**src/rtl/rob_pkg.sv**
```systemverilog
// Shared types and default sizing for the multi-bank reorder buffer.
// Slot records are stored per bank; pointers carry an extra wrap bit above the row index.
package rob_pkg;

    localparam int ROB_WIDTH_DEF  = 2;
    localparam int ROB_DEPTH_DEF  = 16;
    localparam int ROB_PHYS_W_DEF = 6;
    localparam int ROB_ARCH_W     = 5;

    typedef logic [$clog2(ROB_DEPTH_DEF):0] rob_ptr_t;

    typedef struct packed {
        logic                      valid;
        logic                      done;
        logic                      exc;
        logic [ROB_PHYS_W_DEF-1:0] phys_rd;
        logic [ROB_ARCH_W-1:0]     arch_rd;
    } rob_slot_t;

endpackage

```
**src/rtl/rob_bank.sv**
```systemverilog
// One bank (lane) of the reorder buffer: DEPTH slots with a dispatch write port,
// per-row done/exception set inputs, a head read port and a global flush clear.
module rob_bank
    import rob_pkg::*;
#(
    parameter int DEPTH = ROB_DEPTH_DEF,
    parameter int ROW_W = $clog2(DEPTH)
) (
    input  logic                      clk,
    input  logic                      rst,
    input  logic                      disp_we,
    input  logic [ROW_W-1:0]          disp_row,
    input  logic                      disp_valid,
    input  logic [ROB_PHYS_W_DEF-1:0] disp_phys_rd,
    input  logic [ROB_ARCH_W-1:0]     disp_arch_rd,
    input  logic [DEPTH-1:0]          wb_done_set,
    input  logic [DEPTH-1:0]          wb_exc_set,
    input  logic                      head_clr,
    input  logic [ROW_W-1:0]          head_row,
    input  logic                      flush_clr,
    output rob_slot_t                 head_slot
);

    rob_slot_t slots_r [DEPTH];
    rob_slot_t new_slot_s;

    // Fresh slot image written at dispatch: not yet done, no exception.
    always_comb begin
        new_slot_s         = '0;
        new_slot_s.valid   = disp_valid;
        new_slot_s.done    = 1'b0;
        new_slot_s.exc     = 1'b0;
        new_slot_s.phys_rd = disp_phys_rd;
        new_slot_s.arch_rd = disp_arch_rd;
    end

    // Slot array update; flush beats dispatch beats retire beats writeback.
    always_ff @(posedge clk or negedge rst) begin
        if (!rst) begin
            for (int r = 0; r < DEPTH; r++) begin
                slots_r[r] <= '0;
            end
        end else begin
            for (int r = 0; r < DEPTH; r++) begin
                if (flush_clr) begin
                    slots_r[r].valid <= 1'b0;
                end else if (disp_we && (disp_row == ROW_W'(r))) begin
                    slots_r[r] <= new_slot_s;
                end else if (head_clr && (head_row == ROW_W'(r))) begin
                    slots_r[r].valid <= 1'b0;
                end else if (slots_r[r].valid && wb_done_set[r]) begin
                    slots_r[r].done <= 1'b1;
                    slots_r[r].exc  <= slots_r[r].exc | wb_exc_set[r];
                end else begin
                    slots_r[r] <= slots_r[r];
                end
            end
        end
    end

    assign head_slot = slots_r[head_row];

endmodule

```
**src/rtl/rob_multibank.sv**
```systemverilog
// Multi-bank reorder buffer: rows of WIDTH slots allocated in order, committed in
// order once every valid slot is done, with precise partial-row exception commit.
module rob_multibank
    import rob_pkg::*;
#(
    parameter int WIDTH       = ROB_WIDTH_DEF,
    parameter int DEPTH       = ROB_DEPTH_DEF,
    parameter int PHYS_ADDR_W = ROB_PHYS_W_DEF,
    parameter int ROW_W       = $clog2(DEPTH),
    parameter int BANK_W      = (WIDTH > 1) ? $clog2(WIDTH) : 1
) (
    input  logic                                 clk,
    input  logic                                 rst,
    input  logic [WIDTH-1:0]                     dispatch_en,
    input  logic [WIDTH-1:0][PHYS_ADDR_W-1:0]    dispatch_phys_rd,
    input  logic [WIDTH-1:0][ROB_ARCH_W-1:0]     dispatch_arch_rd,
    output logic [ROW_W-1:0]                     dispatch_rob_addr,
    output logic [WIDTH-1:0][BANK_W-1:0]         dispatch_bank_addr,
    output logic                                 full,
    input  logic [WIDTH-1:0]                     writeback_en,
    input  logic [WIDTH-1:0][ROW_W-1:0]          writeback_rob_addr,
    input  logic [WIDTH-1:0][BANK_W-1:0]         writeback_bank_addr,
    input  logic [WIDTH-1:0]                     writeback_exc,
    input  logic                                 flush,
    output logic [WIDTH-1:0]                     commit_en,
    output logic [WIDTH-1:0][PHYS_ADDR_W-1:0]    commit_phys_rd,
    output logic [WIDTH-1:0][ROB_ARCH_W-1:0]     commit_arch_rd,
    output logic                                 exc_valid,
    output logic [ROW_W-1:0]                     exc_rob_addr,
    output logic [BANK_W-1:0]                    exc_bank_addr
);

    localparam logic [ROW_W:0] PTR_ONE = {{ROW_W{1'b0}}, 1'b1};
    localparam logic [DEPTH-1:0] ROW_ONE = {{(DEPTH-1){1'b0}}, 1'b1};

    logic [ROW_W:0]      head_r, tail_r, head_next_s, occupancy_s;
    logic [ROW_W-1:0]    head_idx_s, tail_idx_s;
    logic                empty_s, full_s, ready_s, exc_hit_s, exc_seen_s;
    logic                commit_row_s, flush_all_s, do_dispatch_s, wb_hit_s;
    logic [WIDTH-1:0]    commit_en_s, hit_vec_s, wb_alloc_s;
    logic [BANK_W-1:0]   exc_bank_s;
    rob_slot_t           head_slot_s [WIDTH];
    logic [DEPTH-1:0]    wb_done_s [WIDTH];
    logic [DEPTH-1:0]    wb_exc_s [WIDTH];

    assign head_idx_s  = head_r[ROW_W-1:0];
    assign tail_idx_s  = tail_r[ROW_W-1:0];
    assign occupancy_s = tail_r - head_r;
    assign empty_s     = (head_r == tail_r);
    assign full_s      = (head_idx_s == tail_idx_s) && (head_r[ROW_W] != tail_r[ROW_W]);

    // Head-row readiness and lowest excepting bank; banks at or above it are held back.
    always_comb begin
        ready_s    = !empty_s;
        hit_vec_s  = '0;
        exc_bank_s = '0;
        for (int i = 0; i < WIDTH; i++) begin
            ready_s      = ready_s & (~head_slot_s[i].valid | head_slot_s[i].done);
            hit_vec_s[i] = head_slot_s[i].valid & head_slot_s[i].done & head_slot_s[i].exc;
        end
        for (int i = WIDTH - 1; i >= 0; i--) begin
            exc_bank_s = hit_vec_s[i] ? BANK_W'(i) : exc_bank_s;
        end
        exc_hit_s   = ready_s & (|hit_vec_s);
        exc_seen_s  = 1'b0;
        commit_en_s = '0;
        for (int i = 0; i < WIDTH; i++) begin
            exc_seen_s     = exc_seen_s | hit_vec_s[i];
            commit_en_s[i] = ready_s & head_slot_s[i].valid & ~exc_seen_s;
        end
    end

    assign commit_row_s  = ready_s & ~exc_hit_s;
    assign flush_all_s   = flush | exc_hit_s;
    assign do_dispatch_s = (|dispatch_en) & ~full_s & ~flush_all_s;
    assign head_next_s   = commit_row_s ? (head_r + PTR_ONE) : head_r;

    // Route each lane's writeback to its target bank, dropping squashed or stale rows.
    always_comb begin
        wb_hit_s = 1'b0;
        for (int b = 0; b < WIDTH; b++) begin
            wb_done_s[b] = '0;
            wb_exc_s[b]  = '0;
        end
        for (int l = 0; l < WIDTH; l++) begin
            wb_alloc_s[l] = {1'b0, writeback_rob_addr[l] - head_idx_s} < occupancy_s;
        end
        for (int l = 0; l < WIDTH; l++) begin
            for (int b = 0; b < WIDTH; b++) begin
                wb_hit_s     = writeback_en[l] & wb_alloc_s[l] & ~flush_all_s
                               & (writeback_bank_addr[l] == BANK_W'(b));
                wb_done_s[b] = wb_done_s[b] | ({DEPTH{wb_hit_s}} & (ROW_ONE << writeback_rob_addr[l]));
                wb_exc_s[b]  = wb_exc_s[b]
                               | ({DEPTH{wb_hit_s & writeback_exc[l]}} & (ROW_ONE << writeback_rob_addr[l]));
            end
        end
    end

    // Head/tail pointers; any flush collapses tail onto the post-commit head.
    always_ff @(posedge clk or negedge rst) begin
        if (!rst) begin
            head_r <= '0;
            tail_r <= '0;
        end else begin
            head_r <= head_next_s;
            if (flush_all_s) begin
                tail_r <= head_next_s;
            end else if (do_dispatch_s) begin
                tail_r <= tail_r + PTR_ONE;
            end else begin
                tail_r <= tail_r;
            end
        end
    end

    for (genvar b = 0; b < WIDTH; b++) begin : g_bank
        rob_bank #(
            .DEPTH (DEPTH),
            .ROW_W (ROW_W)
        ) u_bank (
            .clk          (clk),
            .rst          (rst),
            .disp_we      (do_dispatch_s),
            .disp_row     (tail_idx_s),
            .disp_valid   (dispatch_en[b]),
            .disp_phys_rd (ROB_PHYS_W_DEF'(dispatch_phys_rd[b])),
            .disp_arch_rd (dispatch_arch_rd[b]),
            .wb_done_set  (wb_done_s[b]),
            .wb_exc_set   (wb_exc_s[b]),
            .head_clr     (commit_row_s),
            .head_row     (head_idx_s),
            .flush_clr    (flush_all_s),
            .head_slot    (head_slot_s[b])
        );

        assign dispatch_bank_addr[b] = BANK_W'(b);
        assign commit_phys_rd[b]     = commit_en_s[b] ? PHYS_ADDR_W'(head_slot_s[b].phys_rd)
                                                      : {PHYS_ADDR_W{1'b0}};
        assign commit_arch_rd[b]     = commit_en_s[b] ? head_slot_s[b].arch_rd
                                                      : {ROB_ARCH_W{1'b0}};
    end

    assign dispatch_rob_addr = tail_idx_s;
    assign full              = full_s;
    assign commit_en         = commit_en_s;
    assign exc_valid         = exc_hit_s;
    assign exc_rob_addr      = exc_hit_s ? head_idx_s : {ROW_W{1'b0}};
    assign exc_bank_addr     = exc_hit_s ? exc_bank_s : {BANK_W{1'b0}};

endmodule

```
**config.mk**
```make
export PLATFORM = sky130hd
export DESIGN_NAME = rob_multibank
export DESIGN_NICKNAME = d
export VERILOG_FILES = /design/src/rtl/rob_pkg.sv /design/src/rtl/rob_bank.sv /design/src/rtl/rob_multibank.sv
export SDC_FILE = /design/constraint.sdc
export NUM_CORES = 1
export LEC_CHECK = 0
export ABC_AREA = 1
export CORE_MARGIN = 2
export CORE_UTILIZATION = 51
export DETAILED_ROUTE_END_ITERATION = 7
export PLACE_DENSITY = 0.71
export SKIP_LAST_GASP = 1
export SYNTH_ARGS = -nofsm -noshare
export SYNTH_HDL_FRONTEND = slang
export SYNTH_HIERARCHICAL = 1
export SYNTH_SLANG_ARGS = --single-unit
```
**constraint.sdc**
```tcl
create_clock -name clk -period 3.4 [get_ports clk]
set_input_delay 0.68 -clock clk [delete_from_list [all_inputs] [get_ports clk]]
set_output_delay 0.68 -clock clk [all_outputs]
set_load 0.01 [all_outputs]
```
Yosys cells after proc, flatten, opt, wreduce, memory -nomap -nowiden
Index checks and enable logic that the tools add are counted.
Widths: inputs -> output; s select.
- multiplexer cells: 161
- magnitude comparators: 3
- equal/unequal tests: 49
- reduce and logical (&&, ||, !) cells: 167
- bitwise gates (word level): 84
- add/subtract/negate cells: 5
- shift operators: 2
- operators with widths (operator ; count):
    $mux 14 ; 36
    $mux 13 ; 32
    $and 16x16->16 ; 8
    $bmux 14 s4 ; 2
    $reduce_and 3->1 ; 32
    $reduce_bool 2->1 ; 33
    $logic_and 1x1->1 ; 65
    $eq 4x4->1 const B ; 16
    $mux 2 ; 32
    $or 16x16->16 ; 4
    $mux 1 ; 51
    $reduce_bool 3->1 ; 16
    $or 1x1->1 ; 36
    $eq 4x3->1 const B ; 8
    $ne 2x1->1 const B ; 16
    $reduce_and 2->1 ; 16
    $shl 1x4->16 const A ; 2
    $and 1x1->1 ; 26
    $mux 5 ; 5
    $eq 4x2->1 const B ; 4
    $mux 6 ; 2
    $add 5x1->5 const B ; 2
    $lt 4x5->1 ; 2
    $not 1->1 ; 9
    12 further kinds ; 16
- logic and storage cells: 633
- register bits after elaboration: 458
- input bits: 41
- output and inout bits: 37

Logic depth before layout (Yosys ltp)
- depth in word-level cells: 21
- gate-level depth with buffers: 29
- gate-level depth less buffers: 25

Hierarchy
The synthesis kept the hierarchy.
- modules (own cells, without submodules) (module ; instances ; area an instance (um^2) ; seq. area each (um^2) ; cells each):
    rob_bank ; 2 ; 11676.2 ; 5605.4 ; 1625
    rob_multibank ; 1 ; 2753.9 ; 250.2 ; 515

Least setup slack after synthesis
No wires, ideal clock.
- path type: register to register
- start: register head_r[0]
- end: register g_bank[0].u_bank/slots_r[163] (netlist bit)
- path buffers: 5
- arrival: 3.151 ns
- library setup time: 0.138 ns
- setup slack: 0.111 ns
- stages on the path, launching flop included: 25
- clock period less this slack: 3.289 ns
- cell sequence: dfrtp_1 -> buf_4 -> buf_4 -> clkbuf_1 -> nand2_1 -> nand2_1 -> nand2_1 -> nand2_1 -> nand2_1 -> nand2_1 -> inv_1 -> nand2_1 -> inv_1 -> o22ai_1 -> nor2_2 -> nand2_4 -> nand2_4 -> nor3_2 -> buf_4 -> nand3_2 -> nor2_2 -> nand2_2 -> buf_2 -> nand2_1 -> o21ai_0
- RTL lines (what ; line ; RTL):
    start, declared ; rob_multibank.sv:36 ; logic [ROW_W:0] head_r, tail_r, head_next_s, occupancy_s;
    start signal, assigned ; rob_multibank.sv:105 ; head_r <= head_next_s;
    end signal, assigned by index ; rob_bank.sv:48 ; slots_r[r] <= new_slot_s;
    end signal, assigned by index ; rob_bank.sv:55 ; slots_r[r] <= slots_r[r];
    end, declared ; rob_bank.sv:24 ; rob_slot_t slots_r [DEPTH];

==> results.py <==
metrics = {
    "power_and_ir_drop": {
        "power.density_mw_per_mm2": 790,
        "p_total_mw": 25.4,
        "p_leak_nw": 17.0,
        "power.share.sequential_pct": 32.8,
        "switching_share_pct": 42.0,
        "pwr-share-clk_pct": 22.6,
        "comb_power_share_pct": 44.6,
        "internal_power_mw": 14.8,
        "p_switching_mw": 10.7,
        "peakVddDrop_uv": 517,
    },
    "routing": {
        "via_per_inst": 5.50,
        "drt-pass1-iter-count": 6,
        "antenna_left": 0,
        "drt-wirelength-per-cell_um": 18.3,
        "first_iter_violations": 2877,
        "vias": 25725,
        "drt_wl_total_um": 85600,
        "drc": 0,
    },
    "yosys": {
        "synth_seq_cells": 458,
        "synth_cell_types": 40,
        "yosysTopAreaCell": "dfrtp_1",
        "synth_area_per_cell_um2": 6.93,
        "syn_area_mm2": 0.0261,
        "synth-edff-count": 0,
        "yosys_warnings": 6,
        "synthCells": 3765,
        "synth.net_count": 3823,
        "yosys.area.top_type_share_pct": 43.9,
        "async_flop_share_pct": 100,
        "synthTopCellsByArea": "dfrtp_1, nand2_1, o21ai_0",
        "seq_area_frac_synth_pct": 43.9,
        "synth_ff_type": "dfrtp_1",
    },
    "cts": {
        "root_buffer": "clkbuf_16",
        "clock_sinks": 458,
        "cts-buffers-inserted": 51,
        "postCtsHoldBufs": 0,
        "clk_path_buf_depth": 3,
        "htree_num_levels": 2,
        "cts_tree": "built",
        "clkTransAtPathRegs_ps": 60,
        "insertion_delay_ps": 620,
    },
    "timing": {
        "rsz0062_at_grt": "true",
        "fin_crit_ps": 3990,
        "fin_skew_ps": 29.7,
        "max_freq_mhz": 251,
        "fin_crit_sh_pct": 117,
        "relSlewSlack_pct": 27.8,
        "worst_pin_slew_ps": 1080,
        "finalSetupViolations": 478,
        "slew_violations": 0,
        "final.setup.tns_ps": -133760,
        "whs_ps": 79.1,
        "setup_slack_ps": -590,
        "final_hold_viol_count": 0,
    },
    "finish": {
        "syn_to_final_growth_pct": 23.4,
        "final_core_utilization_pct": 64.0,
        "fin_cells": 4679,
        "nNetsFinal": 4022,
        "layout-drive-gt1-share_pct": 16.6,
        "final_area_mm2": 0.0322,
    },
    "status": {
        "status": "finished with violations",
        "violations": "negative setup slack",
    },
    "setup_path": {
        "reg2reg_to": "g_bank[1].u_bank/slots_r[138]",
        "r2r_slack_ps": -510,
        "path_buf_inv": 9,
        "cpLargestDelayFamily": "buffers and inverters",
        "cpMostUsedCell": "nand2_1",
        "cp_slowest_cell": "dfrtp_4",
        "cp_max_fo": 7,
        "timing.rr.start": "head_r[0]",
        "critical_path_class": "reg2out",
        "crit_path_max_incr_delay_ps": 580,
        "cp-end-kind": "output port",
        "crit_cells": 21,
        "cp.required_ps": 2720,
        "crit_chain": "buf_12 > clkinv_8 > buf_12 > nand2_2 > nand2_1 > nand2_1 > nand2_1 > nand2_1 > nand2_1 > inv_1 > nand2_2 > o22ai_2 > nor2_2 > buf_6 > nand2_4 > nor2_4 > buf_6 > clkinvlp_4 > clkbuf_16 > nor2_4 > buf_6",
        "worstSetupStartpointType": "flop",
        "r2r_cells": 34,
        "arrival_ps": 3310,
        "crit_end": "commit_phys_rd[11]",
        "worstSetupStartpoint": "head_r[0]",
    },
    "floorplanning": {
        "initial_core_util_pct": 51.8,
        "core_area_mm2": 0.0504,
        "die-area_mm2": 0.0530,
        "rows": 82,
        "die_x_um": 230,
        "boundaryPins": 78,
        "die_y_um": 230,
    },
    "placement": {
        "portBuffers": 75,
        "dp_hpwl_um": 49900,
        "place_area_mm2": 0.0284,
        "placed_cells": 4485,
        "dp_slack_ps": -387,
        "finalWeightedCongestion": 0.959,
    },
    "global_route": {
        "grt_max_degree": 91,
        "groute.usage.overall_pct": 30.8,
        "grt_busiest_layer": "met2",
        "gr-total-overflow": 0,
        "grtUsageMet2_pct": 48.8,
        "gr-usage-met1_pct": 43.6,
        "globalRouteMet3Util_pct": 4.19,
        "grt_pass1_vias": 23587,
        "antenna_found_initial": 0,
        "grt_pass1_wl_um": 130000,
    },
    "min_path": {
        "hold_path.class": "in2async",
    },
    "job": {
        "drv_cap": 0,
    },
}
[synthesized netlist by cell type, types with 5 or more instances]
| cell | number |
|---|---|
| nand2_4 | 9 |
| nand2_1 | 1964 |
| xnor2_1 | 5 |
| ha_1 | 14 |
| nand3b_1 | 8 |
| buf_4 | 15 |
| a21oi_1 | 8 |
| inv_1 | 201 |
| buf_2 | 56 |
| xor2_1 | 6 |
| or2_2 | 5 |
| buf_1 | 15 |
| inv_2 | 17 |
| o21ai_2 | 26 |
| nand2_2 | 16 |
| dfrtp_1 | 458 |
| nand3_1 | 188 |
| o21ai_0 | 209 |
| buf_6 | 42 |
| o21ai_1 | 162 |
| nor2_4 | 23 |
| clkbuf_1 | 84 |
| nor2_1 | 115 |
| nand4_1 | 58 |
| nor2_2 | 13 |
| nand3_2 | 14 |
[registers in the layout, indices dropped and copies added (netlist names)]
name	cells
g_bank.u_bank/slots_r	448
tail_r	5
head_r	5
[cells in the final DEF (no fill, tap or decap), types with 23 or more instances in the layout]
cell type        netlist  layout
nor2_4                23      33
nor2_1               115      95
inv_1                201     185
nand3_2               14      35
dfrtp_1              458     456
inv_2                 17      23
clkdlybuf4s50_1        0      43
nor2_2                13      23
nand3_1              188     159
buf_2                 56      23
nand2_2               16      63
buf_6                 42      23
o21ai_1              162     171
nand4_1               58      58
buf_12                 0      57
o21ai_0              209     195
buf_4                 15     174
clkbuf_16              0      61
o21ai_2               26      31
nand2_1             1964    1907
[kinds of logic (layout without fill, tap and decap cells)]
| logic type | Yosys count | after routing | share of synthesized area, % |
|---|---|---|---|
| xor+xnor | 11 | 11 | 0.369 |
| other cells | 2 | 3 | 0.0288 |
| simple gates | 2427 | 2438 | 38.4 |
| fa+ha+maj | 17 | 17 | 0.901 |
| buf+inv | 436 | 666 | 7.99 |
| compound gates | 414 | 414 | 8.39 |
| flops | 458 | 458 | 43.9 |
[power groups by stage]
stage	Combinational, mW	Sequential (mW)	Clock [mW]
after floorplan	6.89	8.17	0
after global placement	9.96	8.30	0
after detailed placement	10.1	8.33	0
after CTS	10.8	8.29	5.82
after global routing	12.6	8.55	6.04
final	11.4	8.34	5.76
[worst min path at each step]
stage	to	slack, ps
3_3_place_gp	g_bank[1].u_bank/slots_r[75]	460
5_1_grt	tail_r[0]	130
3_5_place_dp	g_bank[0].u_bank/slots_r[73]	470
4_1_cts	tail_r[0]	140
6_report	tail_r[0]	80
2_1_floorplan	g_bank[0].u_bank/slots_r[0]	380
[per-layer routing]
layer	part of all wire, %	routed length (um)
met1	43	36900
met2	45	38600
met3	8.1	6900
met4	3.8	3250
met5	0	0
[layout make-up]
cell class / count / area (um2)
flip-flops and latches: 458 / 11500
clock inverters: 23 / 288
clock buffers: 72 / 1460
fillers: 4300 / 18200
multi-input cells: 2882 / 13300
inverters: 222 / 882
well taps: 672 / 841
repair buffers: 348 / 3960
repair inverters: 1 / 7.51
diodes: 1 / 2.50
[timing repair]
action | in CTS | in global routing
endpoints found under the setup margin | 89 | 478
resized for setup | 255 | 102
gates cloned | 20 | 17
pin swaps | 29 | 50
endpoints found under the hold margin | 0 | 0
buffers inserted | 44 | 18
No activity file was read; power rests on OpenSTA's default activity.
